<file path="src/rtl/audio_pkg.sv">
// Shared types for the comb/echo frame sequencer: FSM states, stereo sample layout, default sizes.
package audio_pkg;

  localparam int unsigned ADDR_W_DEF = 10;
  localparam int unsigned SAMPLE_W   = 32;

  typedef enum logic [2:0] {
    IDLE,
    CAPTURE,
    WRITE,
    READ,
    WAIT,
    DONE
  } seq_state_e;

  // Packed stereo sample: left in [31:16], right in [15:0]
  typedef struct packed {
    logic [15:0] left;
    logic [15:0] right;
  } stereo_t;

endpackage

</file>
<file path="src/rtl/comb_delay_sequencer_if.sv">
// Delay-line RAM port plus the aligned x(n)/x(n-D) output bus of the comb sequencer.
interface comb_delay_sequencer_if
  import audio_pkg::*;
#(
  parameter int unsigned ADDR_W = ADDR_W_DEF
);

  logic [ADDR_W-1:0] ram_addr;
  logic              ram_we;
  stereo_t           ram_wdata;
  stereo_t           ram_rdata;
  stereo_t           cur_sample;
  stereo_t           delayed_sample;
  logic              out_valid;

  modport master (
    output ram_addr,
    output ram_we,
    output ram_wdata,
    output cur_sample,
    output delayed_sample,
    output out_valid,
    input  ram_rdata
  );

  modport slave (
    input  ram_addr,
    input  ram_we,
    input  ram_wdata,
    input  cur_sample,
    input  delayed_sample,
    input  out_valid,
    output ram_rdata
  );

endinterface

</file>
<file path="src/rtl/lrck_edge_sync.sv">
// Synchronises an asynchronous LRCK into clk and flags its rising edges with a one-cycle pulse.
module lrck_edge_sync #(
  parameter int unsigned SYNC_STAGES = 2
) (
  input  logic clk,
  input  logic rst_n,
  input  logic lrck_i,
  output logic tick_c_o
);

  logic [SYNC_STAGES-1:0] sync_q;
  logic                   prev_q;

  always_ff @(posedge clk or negedge rst_n) begin
    if (!rst_n) begin
      sync_q <= '0;
      prev_q <= 1'b0;
    end else begin
      sync_q <= {sync_q[SYNC_STAGES-2:0], lrck_i};
      prev_q <= sync_q[SYNC_STAGES-1];
    end
  end

  assign tick_c_o = sync_q[SYNC_STAGES-1] & ~prev_q;

endmodule

</file>
<file path="src/rtl/comb_delay_sequencer.sv">
// Frame controller: on each LRCK frame writes x(n) into a circular delay RAM and reads back x(n-D).
module comb_delay_sequencer
  import audio_pkg::*;
#(
  parameter int unsigned ADDR_W      = ADDR_W_DEF,
  parameter int unsigned SYNC_STAGES = 2
) (
  input  logic                clk,
  input  logic                rst,
  input  logic                AUD_DACLRCK,
  input  logic [SAMPLE_W-1:0] audioIn,
  input  logic [ADDR_W-1:0]   delay_cfg,
  input  logic                ovr_clr,
  comb_delay_sequencer_if.master bus,
  output logic                busy,
  output logic                overrun
);

  localparam logic [ADDR_W-1:0] PTR_ONE  = ADDR_W'(1);
  localparam logic [ADDR_W-1:0] FILL_MAX = '1;

  logic frame_tick;

  seq_state_e        state_q, state_d;
  logic [ADDR_W-1:0] wr_ptr_q, wr_ptr_d;
  logic [ADDR_W-1:0] fill_q, fill_d;
  logic [ADDR_W-1:0] delay_q, delay_d;
  stereo_t           sample_q, sample_d;
  stereo_t           cur_q, cur_d;
  stereo_t           del_q, del_d;
  logic [ADDR_W-1:0] addr_q, addr_d;
  logic              we_q, we_d;
  logic              valid_q, valid_d;
  logic              busy_q, busy_d;
  logic              ovr_q, ovr_d;

  lrck_edge_sync #(
    .SYNC_STAGES (SYNC_STAGES)
  ) u_lrck_sync (
    .clk      (clk),
    .rst_n    (rst),
    .lrck_i   (AUD_DACLRCK),
    .tick_c_o (frame_tick)
  );

  always_ff @(posedge clk or negedge rst) begin
    if (!rst) begin
      state_q  <= IDLE;
      wr_ptr_q <= '0;
      fill_q   <= '0;
      delay_q  <= PTR_ONE;
      sample_q <= '0;
      cur_q    <= '0;
      del_q    <= '0;
      addr_q   <= '0;
      we_q     <= 1'b0;
      valid_q  <= 1'b0;
      busy_q   <= 1'b0;
      ovr_q    <= 1'b0;
    end else begin
      state_q  <= state_d;
      wr_ptr_q <= wr_ptr_d;
      fill_q   <= fill_d;
      delay_q  <= delay_d;
      sample_q <= sample_d;
      cur_q    <= cur_d;
      del_q    <= del_d;
      addr_q   <= addr_d;
      we_q     <= we_d;
      valid_q  <= valid_d;
      busy_q   <= busy_d;
      ovr_q    <= ovr_d;
    end
  end

  // RAM controls and the valid strobe are registered one state early so they line up with it
  always_comb begin
    state_d  = state_q;
    wr_ptr_d = wr_ptr_q;
    fill_d   = fill_q;
    delay_d  = delay_q;
    sample_d = sample_q;
    cur_d    = cur_q;
    del_d    = del_q;
    addr_d   = '0;
    we_d     = 1'b0;
    valid_d  = 1'b0;
    ovr_d    = ovr_q;

    case (state_q)
      IDLE: begin
        if (frame_tick) state_d = CAPTURE;
      end
      CAPTURE: begin
        sample_d = stereo_t'(audioIn);
        delay_d  = (delay_cfg == '0) ? PTR_ONE : delay_cfg;
        addr_d   = wr_ptr_q;
        we_d     = 1'b1;
        state_d  = WRITE;
      end
      WRITE: begin
        addr_d  = wr_ptr_q - delay_q;
        state_d = READ;
      end
      READ: begin
        state_d = WAIT;
      end
      WAIT: begin
        // Without enough history the delayed tap reads as silence
        cur_d   = sample_q;
        del_d   = (fill_q >= delay_q) ? bus.ram_rdata : '0;
        valid_d = 1'b1;
        state_d = DONE;
      end
      DONE: begin
        wr_ptr_d = wr_ptr_q + PTR_ONE;
        fill_d   = (fill_q == FILL_MAX) ? fill_q : fill_q + PTR_ONE;
        state_d  = IDLE;
      end
      default: state_d = IDLE;
    endcase

    busy_d = (state_d != IDLE);

    if (frame_tick && (state_q != IDLE)) begin
      ovr_d = 1'b1;
    end else if (ovr_clr) begin
      ovr_d = 1'b0;
    end
  end

  assign bus.ram_addr       = addr_q;
  assign bus.ram_we         = we_q;
  assign bus.ram_wdata      = sample_q;
  assign bus.cur_sample     = cur_q;
  assign bus.delayed_sample = del_q;
  assign bus.out_valid      = valid_q;
  assign busy               = busy_q;
  assign overrun            = ovr_q;

endmodule

</file>
<file path="src/flat_wrapper.sv">
// flat-port wrapper written by rule: the top's interface ports become plain ports
module comb_delay_sequencer_flat import audio_pkg::*;
#(
  parameter int unsigned ADDR_W      = ADDR_W_DEF,
  parameter int unsigned SYNC_STAGES = 2
)
  (clk, rst, AUD_DACLRCK, audioIn, delay_cfg, ovr_clr, busy, overrun, bus_ram_addr, bus_ram_we, bus_ram_wdata, bus_cur_sample, bus_delayed_sample, bus_out_valid, bus_ram_rdata);
  comb_delay_sequencer_if #(.ADDR_W(ADDR_W)) bus_i ();
  input  logic clk;
  input  logic rst;
  input  logic AUD_DACLRCK;
  input  logic [SAMPLE_W-1:0] audioIn;
  input  logic [ADDR_W-1:0] delay_cfg;
  input  logic ovr_clr;
  output logic busy;
  output logic overrun;
  output wire logic [$bits(bus_i.ram_addr)-1:0] bus_ram_addr;
  output wire logic [$bits(bus_i.ram_we)-1:0] bus_ram_we;
  output wire logic [$bits(bus_i.ram_wdata)-1:0] bus_ram_wdata;
  output wire logic [$bits(bus_i.cur_sample)-1:0] bus_cur_sample;
  output wire logic [$bits(bus_i.delayed_sample)-1:0] bus_delayed_sample;
  output wire logic [$bits(bus_i.out_valid)-1:0] bus_out_valid;
  input wire logic [$bits(bus_i.ram_rdata)-1:0] bus_ram_rdata;
  assign bus_ram_addr = bus_i.ram_addr;
  assign bus_ram_we = bus_i.ram_we;
  assign bus_ram_wdata = bus_i.ram_wdata;
  assign bus_cur_sample = bus_i.cur_sample;
  assign bus_delayed_sample = bus_i.delayed_sample;
  assign bus_out_valid = bus_i.out_valid;
  assign bus_i.ram_rdata = bus_ram_rdata;
  comb_delay_sequencer #(.ADDR_W(ADDR_W), .SYNC_STAGES(SYNC_STAGES)) u_core (.clk(clk), .rst(rst), .AUD_DACLRCK(AUD_DACLRCK), .audioIn(audioIn), .delay_cfg(delay_cfg), .ovr_clr(ovr_clr), .bus(bus_i), .busy(busy), .overrun(overrun));
endmodule
</file>
<file path="config.mk">
export PLATFORM = sky130hd
export DESIGN_NAME = comb_delay_sequencer_flat
export DESIGN_NICKNAME = d
export VERILOG_FILES = /design/src/rtl/audio_pkg.sv /design/src/rtl/comb_delay_sequencer_if.sv /design/src/rtl/lrck_edge_sync.sv /design/src/rtl/comb_delay_sequencer.sv /design/src/flat_wrapper.sv
export SDC_FILE = /design/constraint.sdc
export NUM_CORES = 1
export LEC_CHECK = 0
export CORE_ASPECT_RATIO = 1.2
export CORE_UTILIZATION = 51
export DETAILED_ROUTE_END_ITERATION = 10
export MAX_ROUTING_LAYER = met4
export PLACE_DENSITY = 0.9
export SLEW_MARGIN = 20
export SYNTH_ARGS = -nofsm -noshare
export SYNTH_HDL_FRONTEND = slang
export SYNTH_HIERARCHICAL = 1
export SYNTH_SLANG_ARGS = --single-unit
</file>
<file path="constraint.sdc">
create_clock -name clk -period 5.2 [get_ports clk]
set_input_delay 1.3 -clock clk [delete_from_list [all_inputs] [get_ports clk]]
set_output_delay 1.3 -clock clk [all_outputs]
set_load 0.01 [all_outputs]
</file>
==> out/metrics.json, run 1 <==
{
  "cells_and_area": {
    "fill_cells": 724,
    "flow.area_growth_from_synthesis_pct": 41.2,
    "nNetsFinal": 887,
    "layout-drive-gt1-share_pct": 10.4,
    "antenna_cells": 0,
    "final_cell_area_sq_um": 8820,
    "finalCoreUtilization_pct": 75.2
  },
  "clock_tree": {
    "clkSinkCount": 146,
    "clk_latency_ns": 0.41,
    "maximum_count_of_clock_buffers_along_a_single_path": 2,
    "htree_num_levels": 4,
    "post_cts_resized": 0,
    "clk_pin_slew_ns": 0.06,
    "post-cts-setup-buffers": 0,
    "post_cts_hold_buffer_count": 0,
    "cts_inserted_buffers": 17,
    "clockRootBuffer": "clkbuf_16",
    "cts_tree": "built"
  },
  "synth": {
    "synthDominantAreaCellType": "dfrtp_1",
    "async_reset_ff_share_pct": 100,
    "synth_enable_flop_cells": 0,
    "synth_seq_area_share_pct": 58.5,
    "synth.area.top_cells": "dfrtp_1, nand2_1, mux2_2",
    "syn-cell-area_sq_um": 6250,
    "synth_area_per_cell_sq_um": 10.3,
    "mappedNetlistNets": 704,
    "synth.ff_latch_count": 146,
    "area_share_of_the_largest_cell_type_after_synthesis_pct": 58.1,
    "syn_inst_count": 604,
    "synth_cell_types": 50,
    "yosys_most_used_dff": "dfrtp_1",
    "yosys_warnings": 6
  },
  "sta": {
    "min_period_ns": 2.68,
    "final.setup_skew_ns": 0.0103,
    "endpoints_failing_hold": 0,
    "setup_tns_after_final_layout_ns": 0,
    "relSlewSlack_pct": 28.9,
    "final.setup.worst_slack_ns": 2.52,
    "worst_slew_pin_slew_ns": 1.06,
    "min_period_over_period_pct": 51.5,
    "clock.fmax_mhz": 374,
    "report.final.setup_viol": 0,
    "grt_setup_unrepaired": "no",
    "timing.final.max_slew_violations": 0
  },
  "floorplanning": {
    "initial_utilization_pct": 53.3,
    "fp.coreArea_sq_um": 11700,
    "io_pins": 188,
    "placementRows": 43,
    "die_w_um": 103,
    "chipHeight_um": 123,
    "die-area_sq_um": 12700
  },
  "global_routing": {
    "globalRouteTotalUtil_pct": 27.7,
    "grt_remaining_overflow": 0,
    "antenna_violations_before_repair": 0,
    "grt_first_pass_wirelength_um": 25800,
    "grt_start_max_net_pins": 94,
    "first_global_vias": 5178
  },
  "placed_design": {
    "dp_hpwl_um": 11900,
    "io_buf_count": 187,
    "gpl.final_weighted_congestion": 0.853,
    "pre_cts_slack_ns": 2.72,
    "postPlaceCellArea_sq_um": 8240
  },
  "setup_path": {
    "worst-setup-path-type": "flop to output pin",
    "crit_path_end_kind": "output pin",
    "critical-path-top-delay-family": "buffers and inverters",
    "cell_by_cell_trace_of_the_critical_path": "clkdlybuf4s50_1",
    "worst_setup_path_start_kind": "flop",
    "critPathMaxFanout": 3,
    "timing.critical_path.arrival_ns": 1.38,
    "cp.buffers_inverters": 1,
    "required_ns": 3.90,
    "slowest_stage": "clkdlybuf4s50_1",
    "worst_path_largest_cell_delay_ns": 0.60
  },
  "drt": {
    "postRouteAntennaNets": 0,
    "dr_pass1_iterations": 5,
    "starting_drc_count_in_detailed_routing": 285,
    "detailroute.via_count": 5174,
    "route.detailed.drc": 0,
    "route.detailed.wl_per_inst_um": 17.2,
    "post_drt_via_cell_ratio": 5.41,
    "finalWirelength_um": 16500
  },
  "power": {
    "worst_ir_drop_vdd_v": 0.000285,
    "p_leak_uw": 0.00397,
    "power.density_nw_per_um2": 625,
    "totalPowerFinal_uw": 5510
  },
  "worst_hold_path": {
    "holdCritPathClass": "flop to flop"
  },
  "run_status": {
    "status": "finished clean"
  },
  "flow_run": {
    "max_cap_violations": 0
  }
}
power by group:
group / total, uW / switching (uW) / internal [uW] / leakage, uW
clock: 1180 / 473 / 711 / 0.000285
combinational: 2390 / 1150 / 1240 / 0.00183
sequential: 1940 / 322 / 1620 / 0.00185
total: 5510 / 1950 / 3570 / 0.00397
cells in the mapped netlist (2+ instances only):
master / number
a21oi_1: 42
mux2_2: 33
nor3_1: 3
o21ai_0: 24
o31a_1: 2
nor3b_1: 2
nand2_1: 186
nor2_1: 17
nand2b_1: 4
o211ai_1: 2
buf_2: 13
xnor2_1: 14
a22o_1: 3
buf_1: 8
and3_1: 4
a21o_1: 2
o21a_1: 5
a31oi_1: 3
nand4_1: 8
nor2b_1: 3
nand3_1: 7
xor2_1: 3
inv_1: 21
ha_1: 21
clkbuf_1: 5
dfrtp_1: 145
through the flow:
step	hold slack, ns	cells
3_3_place_gp	0.336	925
6_report	0.352	957
5_1_grt	0.364	957
2_1_floorplan	0.331	604
4_1_cts	0.358	957
3_5_place_dp	0.339	925
sequential cells by signal, summed over array words and instances, names as in the netlist:
name and flops:
u_core/bus.ram_we 1, u_core/bus.ram_wdata 32, u_core/bus.out_valid 1, u_core/bus.cur_sample 32
u_core/overrun 1, u_core/busy 1, u_core/u_lrck_sync/prev_q 1, u_core/wr_ptr_q 10
u_core/u_lrck_sync/sync_q 2, u_core/fill_q 10, u_core/bus.ram_addr 10, u_core/bus.delayed_sample 32
u_core/delay_q 10, u_core/state_q 3
final cells by class:
cell class	instances	area, sq um	share of cell area (%)
Clock buffer	17	425	4.82
Multi-Input combinational cell	409	2390	27.2
Timing Repair Buffer	192	1910	21.7
Sequential cell	146	3650	41.4
Clock inverter	15	159	1.80
Tap cell	157	196	2.23
Inverter	21	78.8	0.894
worst paths after layout:
path	start	endpoint	slack [ns]	depth (start not counted)
worst max-delay path	u_core/bus.ram_wdata[18]$_DFFE_PN0N_	bus_ram_wdata[18]	2.52	1
worst min-delay path	u_core/u_lrck_sync/sync_q[0]$_DFF_PN0_	u_core/u_lrck_sync/sync_q[1]$_DFF_PN0_	0.35	0
worst max register to register	u_core/state_q[1]$_DFF_PN0_	u_core/bus.delayed_sample[30]$_DFFE_PN0P_	2.72	6
worst min register to register	u_core/u_lrck_sync/sync_q[0]$_DFF_PN0_	u_core/u_lrck_sync/sync_q[1]$_DFF_PN0_	0.35	0
max in group asynchronous	rst	u_core/bus.ram_wdata[2]$_DFFE_PN0N_	3.26	2
min in group asynchronous	rst	u_core/bus.ram_wdata[25]$_DFFE_PN0N_	0.97	1
placed cells by master, fill, tap and decap left out, types with 3 or more instances in the layout:
| cell type | count |
|---|---|
| nand2_1 | 185 |
| nand3_1 | 7 |
| clkbuf_16 | 17 |
| nand2b_1 | 4 |
| and3_1 | 4 |
| ha_1 | 21 |
| inv_1 | 20 |
| nor3_1 | 3 |
| xnor2_1 | 14 |
| nor2b_1 | 3 |
| nand4_1 | 8 |
| a21oi_1 | 42 |
| o21ai_0 | 24 |
| clkdlybuf4s50_1 | 186 |
| clkinv_2 | 4 |
| dfrtp_1 | 145 |
| o21a_1 | 5 |
| a22o_1 | 3 |
| clkinv_4 | 4 |
| buf_4 | 5 |
| nor2_1 | 16 |
| a31oi_1 | 3 |
| mux2_2 | 33 |
| xor2_1 | 3 |
metal layers:
layer  GRT usage, %  part of all wire, %  routed length (um)  up-vias
li1               -                    -                   -     2376
met1           30.6                   36                6000     2537
met2           47.2                   54                8860      223
met3           7.46                  7.5                1240       38
met4           11.7                  2.5                 405        0
met5              -                    0                   0        -
logic make-up (layout without fill, tap and decap cells):
kind of cell    after synthesis  in the layout  synth area share, %
buf+inv                      49            245                 3.39
flops                       146            146                 58.5
simple gates                242            242                 16.2
xor+xnor                     17             17                 2.38
fa+ha+maj                    22             22                 4.53
compound gates               94             94                 8.89
mux                          34             34                 6.11
No activity file was read; power rests on OpenSTA's default activity.
==> run 2, diff against run 1 <==
Settings changed: CORE_UTILIZATION 51 to 43, PLACE_DENSITY 0.9 to 0.81.
Clock period 5.2 ns to 2.2 ns, I/O delays scaled along.
==> run 2 against run 1 <==
The flow now finishes with violations (design-rule violations); clock power grew to 2.6 times the previous value; clock skew is 0.0019 ns lower; combinational power increased by 140%; global-route usage decreased by 5.5 points; register-to-register slack worse by 2.6 ns; worst hold slack lost 0.28 ns.
==> out/metrics.json, run 2 (synthesized netlist as in run 1, its figures left out) <==
{
  "run_status": {
    "status": "finished with violations",
    "violations": "design-rule violations"
  },
  "clock_tree": {
    "cts_inserted_buffers": 17,
    "clockRootBuffer": "clkbuf_16",
    "post-cts-setup-buffers": 0,
    "clkSinkCount": 146,
    "post_cts_resized": 0,
    "cts_tree": "built",
    "htree_num_levels": 4,
    "clk_pin_slew_ns": 0.06,
    "clk_latency_ns": 0.41,
    "maximum_count_of_clock_buffers_along_a_single_path": 2,
    "post_cts_hold_buffer_count": 0
  },
  "global_routing": {
    "first_global_vias": 5006,
    "grt_remaining_overflow": 0,
    "grt_first_pass_wirelength_um": 24900,
    "grt_start_max_net_pins": 66,
    "antenna_violations_before_repair": 0,
    "globalRouteTotalUtil_pct": 22.2
  },
  "cells_and_area": {
    "leading_cell_types_in_the_layout_fill_and_taps_excluded": "clkdlybuf4s50_1, nand2_1, dfrtp_1, a21oi_1, mux2_2",
    "final_cell_area_sq_um": 9010,
    "flow.area_growth_from_synthesis_pct": 44.2,
    "layout-drive-gt1-share_pct": 11.1,
    "final_common_cell": "clkdlybuf4s50_1",
    "fill_cells": 1127,
    "nNetsFinal": 895,
    "antenna_cells": 0
  },
  "sta": {
    "clock.fmax_mhz": 482,
    "final.setup_skew_ns": 0.00836,
    "worst_slew_pin_slew_ns": 0.576,
    "setup_tns_after_final_layout_ns": 0,
    "report.final.setup_viol": 0,
    "min_period_over_period_pct": 94.2,
    "timing.final.max_slew_violations": 0,
    "endpoints_failing_hold": 0,
    "grt_setup_unrepaired": "no",
    "relSlewSlack_pct": 61.6,
    "min_period_ns": 2.07,
    "worst_hold_slack_ns": 0.0723
  },
  "power": {
    "share_comb_of_total_power_pct": 42.9,
    "power_frac_clock_pct": 23.1,
    "p_leak_uw": 0.00405,
    "power.density_nw_per_um2": 1470,
    "power.sequential.fraction_pct": 34.0,
    "cell_internal_pwr_uw": 8790,
    "switching_share_pct": 33.5,
    "worst_ir_drop_vdd_v": 0.000961,
    "net_sw_power_uw": 4420
  },
  "floorplanning": {
    "chipHeight_um": 134,
    "io_pins": 188,
    "fp.coreArea_sq_um": 14000,
    "die_w_um": 112,
    "initial_utilization_pct": 44.6,
    "die-area_sq_um": 15000,
    "placementRows": 47
  },
  "placed_design": {
    "gpl.final_weighted_congestion": 0.843,
    "dp_hpwl_um": 11100,
    "postPlaceCellArea_sq_um": 8370,
    "io_buf_count": 187
  },
  "setup_path": {
    "worst-setup-path-type": "flop to flop",
    "required_ns": 2.53,
    "critPathMaxFanout": 3,
    "worst_setup_path_start_kind": "flop",
    "crit_path_end_kind": "flop",
    "timing.critical_path.arrival_ns": 2.40
  },
  "drt": {
    "postRouteAntennaNets": 0,
    "starting_drc_count_in_detailed_routing": 294,
    "dr_pass1_iterations": 9,
    "post_drt_via_cell_ratio": 5.07,
    "route.detailed.drc": 20,
    "detailroute.via_count": 4965,
    "route.detailed.wl_per_inst_um": 15.7,
    "finalWirelength_um": 15400
  },
  "worst_hold_path": {
    "holdCritPathClass": "input port to async pin"
  },
  "flow_run": {
    "max_cap_violations": 0
  }
}
-- run 2: path summary, 6_finish.rpt --
kind                                                                  end  depth (start not counted)                                   start  slack (ns)
worst min-delay path                 u_core/bus.ram_wdata[17]$_DFFE_PN0N_                          1                                     rst        0.07
worst max register to register           u_core/bus.ram_addr[9]$_DFF_PN0_                          8           u_core/delay_q[1]$_DFFE_PN0N_        0.13
worst max-delay path                     u_core/bus.ram_addr[9]$_DFF_PN0_                          8           u_core/delay_q[1]$_DFFE_PN0N_        0.13
min in group clk                   u_core/u_lrck_sync/sync_q[1]$_DFF_PN0_                          0  u_core/u_lrck_sync/sync_q[0]$_DFF_PN0_        0.36
worst min register to register     u_core/u_lrck_sync/sync_q[1]$_DFF_PN0_                          0  u_core/u_lrck_sync/sync_q[0]$_DFF_PN0_        0.36
max in group asynchronous       u_core/bus.delayed_sample[12]$_DFFE_PN0P_                          2                                     rst        1.51
-- run 2: area by class of cell --
| type | instances | area (sq um) | area share (%) |
|---|---|---|---|
| sequential | 146 | 3650 | 40.6 |
| tap | 171 | 214 | 2.38 |
| timing repair buffer | 200 | 2030 | 22.6 |
| clock buffer | 20 | 457 | 5.07 |
| multi-input combinational | 409 | 2390 | 26.5 |
| inverter | 21 | 78.8 | 0.875 |
| clock inverter | 12 | 179 | 1.99 |
-- run 2: power groups by stage --
stage | Combinational [uW] | Sequential, uW | Clock [uW]
CTS | 5740 | 4500 | 3130
detailed placement | 5700 | 4540 | 0
floorplan | 2450 | 4890 | 0
global placement | 5560 | 4490 | 0
finish | 5670 | 4490 | 3050
global route | 6160 | 4630 | 3250
-- run 2: layer usage --
layer,global-route usage (%),wire [um]
met4,10.3,437
met5,-,0
met2,38.9,8240
met3,4.79,897
met1,24.1,5830
-- run 2: critical path: stages, from the launching register on --
cell and delay (ns):
dfrtp_1 0.39, inv_1 0.10, ha_1 0.23, nor2b_1 0.15
o31ai_2 0.28, o21ai_1 0.14, or3_1 0.34, a211o_1 0.29
o21ai_0 0.06
-- run 2: through the flow --
step                      power (uW)  cells  utilization [%]  worst slack [ns]
after global routing           14000    979             64.3           0.00311
final                          13200    979             64.3             0.127
after floorplan                 7340    604                -             0.265
after CTS                      13400    979             64.3             0.129
after global placement         10000    947             59.8             0.196
after detailed placement       10200    947             59.8             0.150
==> run 3, diff against run 2 <==
Settings changed: CORE_UTILIZATION 43 to 51, PLACE_DENSITY 0.81 to 0.9.
Clock period 2.2 ns to 2.5 ns, I/O delays scaled along.
==> run 3 against run 2 <==
The run now ends clean; final cell count fell by 2.0%; count of clock-buffer cells in the layout did not move; setup slack better by 0.14 ns; flip-flop and latch count did not move; clock skew about the same; critical path depth rose by 1; total power down 10%; sequential power decreased by 10%; die area down 15%; first-iteration DRC count shrank 4.1%; final area fell by 0.94%; critical endpoint is now u_core/bus.ram_addr[8]$_DFF_PN0_; largest cell class unchanged.
==> out/metrics.json, run 3 (synthesized netlist as in run 1, its figures left out) <==
{
  "placed_design": {
    "pre_cts_slack_ns": 0.430,
    "dp_hpwl_um": 12100,
    "gpl.final_weighted_congestion": 0.868,
    "io_buf_count": 187
  },
  "cells_and_area": {
    "leading_cell_types_in_the_layout_fill_and_taps_excluded": "clkdlybuf4s50_1, nand2_1, dfrtp_1, a21oi_1, mux2_2",
    "antenna_cells": 0,
    "final_common_cell": "clkdlybuf4s50_1",
    "nNetsFinal": 889,
    "flow.area_growth_from_synthesis_pct": 42.8,
    "finalCoreUtilization_pct": 76.1,
    "layout-drive-gt1-share_pct": 10.3
  },
  "power": {
    "share_comb_of_total_power_pct": 42.6,
    "net_sw_power_uw": 4090,
    "power.sequential.fraction_pct": 34.1,
    "switching_share_pct": 34.5,
    "p_leak_uw": 0.00401,
    "power_frac_clock_pct": 23.3,
    "cell_internal_pwr_uw": 7750,
    "power.density_nw_per_um2": 1330,
    "worst_ir_drop_vdd_v": 0.000615
  },
  "drt": {
    "post_drt_via_cell_ratio": 5.46,
    "postRouteAntennaNets": 0,
    "detailroute.via_count": 5237,
    "dr_pass1_iterations": 4,
    "route.detailed.wl_per_inst_um": 18.1,
    "route.detailed.drc": 0,
    "starting_drc_count_in_detailed_routing": 282,
    "finalWirelength_um": 17400
  },
  "sta": {
    "min_period_over_period_pct": 89.2,
    "grt_setup_unrepaired": "no",
    "report.final.setup_viol": 0,
    "clock.fmax_mhz": 448,
    "worst_slew_pin_slew_ns": 0.709,
    "endpoints_failing_hold": 0,
    "timing.final.max_slew_violations": 0,
    "min_period_ns": 2.23,
    "relSlewSlack_pct": 52.6,
    "final.setup_skew_ns": 0.00835,
    "worst_hold_slack_ns": 0.146,
    "setup_tns_after_final_layout_ns": 0,
    "final.setup.worst_slack_ns": 0.270
  },
  "clock_tree": {
    "cts_inserted_buffers": 17,
    "post_cts_resized": 0,
    "cts_tree": "built",
    "maximum_count_of_clock_buffers_along_a_single_path": 2,
    "clk_latency_ns": 0.41,
    "clkSinkCount": 146,
    "post-cts-setup-buffers": 0,
    "clockRootBuffer": "clkbuf_16",
    "clk_pin_slew_ns": 0.06,
    "post_cts_hold_buffer_count": 0,
    "htree_num_levels": 4
  },
  "setup_path": {
    "worst-setup-path-type": "flop to flop",
    "required_ns": 2.80,
    "worst_setup_path_start_kind": "flop",
    "timing.critical_path.arrival_ns": 2.53,
    "crit_path_end_kind": "flop",
    "critPathMaxFanout": 4
  },
  "global_routing": {
    "grt_remaining_overflow": 0,
    "grt_start_max_net_pins": 68,
    "antenna_violations_before_repair": 0,
    "first_global_vias": 5334,
    "globalRouteTotalUtil_pct": 28.6,
    "grt_first_pass_wirelength_um": 26300
  },
  "floorplanning": {
    "placementRows": 43,
    "io_pins": 188,
    "die_w_um": 103,
    "initial_utilization_pct": 53.3,
    "chipHeight_um": 123,
    "fp.coreArea_sq_um": 11700,
    "die-area_sq_um": 12700
  },
  "flow_run": {
    "max_cap_violations": 0
  },
  "run_status": {
    "status": "finished clean"
  },
  "worst_hold_path": {
    "holdCritPathClass": "input port to async pin"
  }
}
## run 3: cell types whose count changed in the layout (fill, tap and decap cells not counted), sizes merged
cell and change:
bufinv +1, buf -6, clkinv -1
## run 3: stage by stage
stage | std cells | instance area [sq um] | power (uW)
6_report | 959 | 8920 | 11800
5_1_grt | 959 | 8920 | 12500
4_1_cts | 959 | 8920 | 11900
3_5_place_dp | 927 | 8270 | 9010
3_3_place_gp | 927 | 8270 | 8720
2_1_floorplan | 604 | 6250 | 6460
## run 3: critical path, cell delays in order (launching register included)
cell,delay (ns)
dfrtp_1,0.40
inv_1,0.09
ha_1,0.24
fa_1,0.43
nor2b_1,0.27
o31a_1,0.22
o211ai_1,0.09
nand2_1,0.12
xnor2_1,0.07
a22o_1,0.19
## run 3: final timing paths
check	start	slack [ns]	to	cells past startpoint
max	u_core/wr_ptr_q[0]$_DFFE_PN0P_	0.27	u_core/bus.ram_addr[8]$_DFF_PN0_	9
min	rst	0.15	u_core/bus.cur_sample[23]$_DFFE_PN0P_	1
max reg2reg	u_core/wr_ptr_q[0]$_DFFE_PN0P_	0.27	u_core/bus.ram_addr[8]$_DFF_PN0_	9
min reg2reg	u_core/u_lrck_sync/sync_q[0]$_DFF_PN0_	0.35	u_core/u_lrck_sync/sync_q[1]$_DFF_PN0_	0
max in group asynchronous	rst	1.62	u_core/bus.ram_wdata[26]$_DFFE_PN0N_	2
min in group clk	u_core/u_lrck_sync/sync_q[0]$_DFF_PN0_	0.35	u_core/u_lrck_sync/sync_q[1]$_DFF_PN0_	0
## run 3: cell type report
| type | count | area, sq um |
|---|---|---|
| flip-flops and latches | 146 | 3650 |
| multi-input cells | 409 | 2390 |
| clock inverters | 12 | 204 |
| fillers | 738 | 2810 |
| well taps | 157 | 196 |
| inverters | 21 | 78.8 |
| repair buffers | 194 | 1950 |
| clock buffers | 20 | 447 |
## run 3: layer usage
| layer | vias to the layer above | wire [um] | track usage [%] |
|---|---|---|---|
| met5 | - | 0 | - |
| met4 | 0 | 613 | 15.1 |
| met3 | 53 | 1340 | 8.48 |
| met2 | 237 | 9230 | 50.2 |
| met1 | 2572 | 6220 | 28.3 |
| li1 | 2375 | - | - |
## run 3: power groups by stage
stage               logic, uW  registers [uW]  clock network, uW
floorplan                2150            4300                  0
global placement         4750            3970                  0
detailed placement       4960            4050                  0
CTS                      5050            4030               2810
global route             5450            4140               2900
finish                   5040            4030               2760
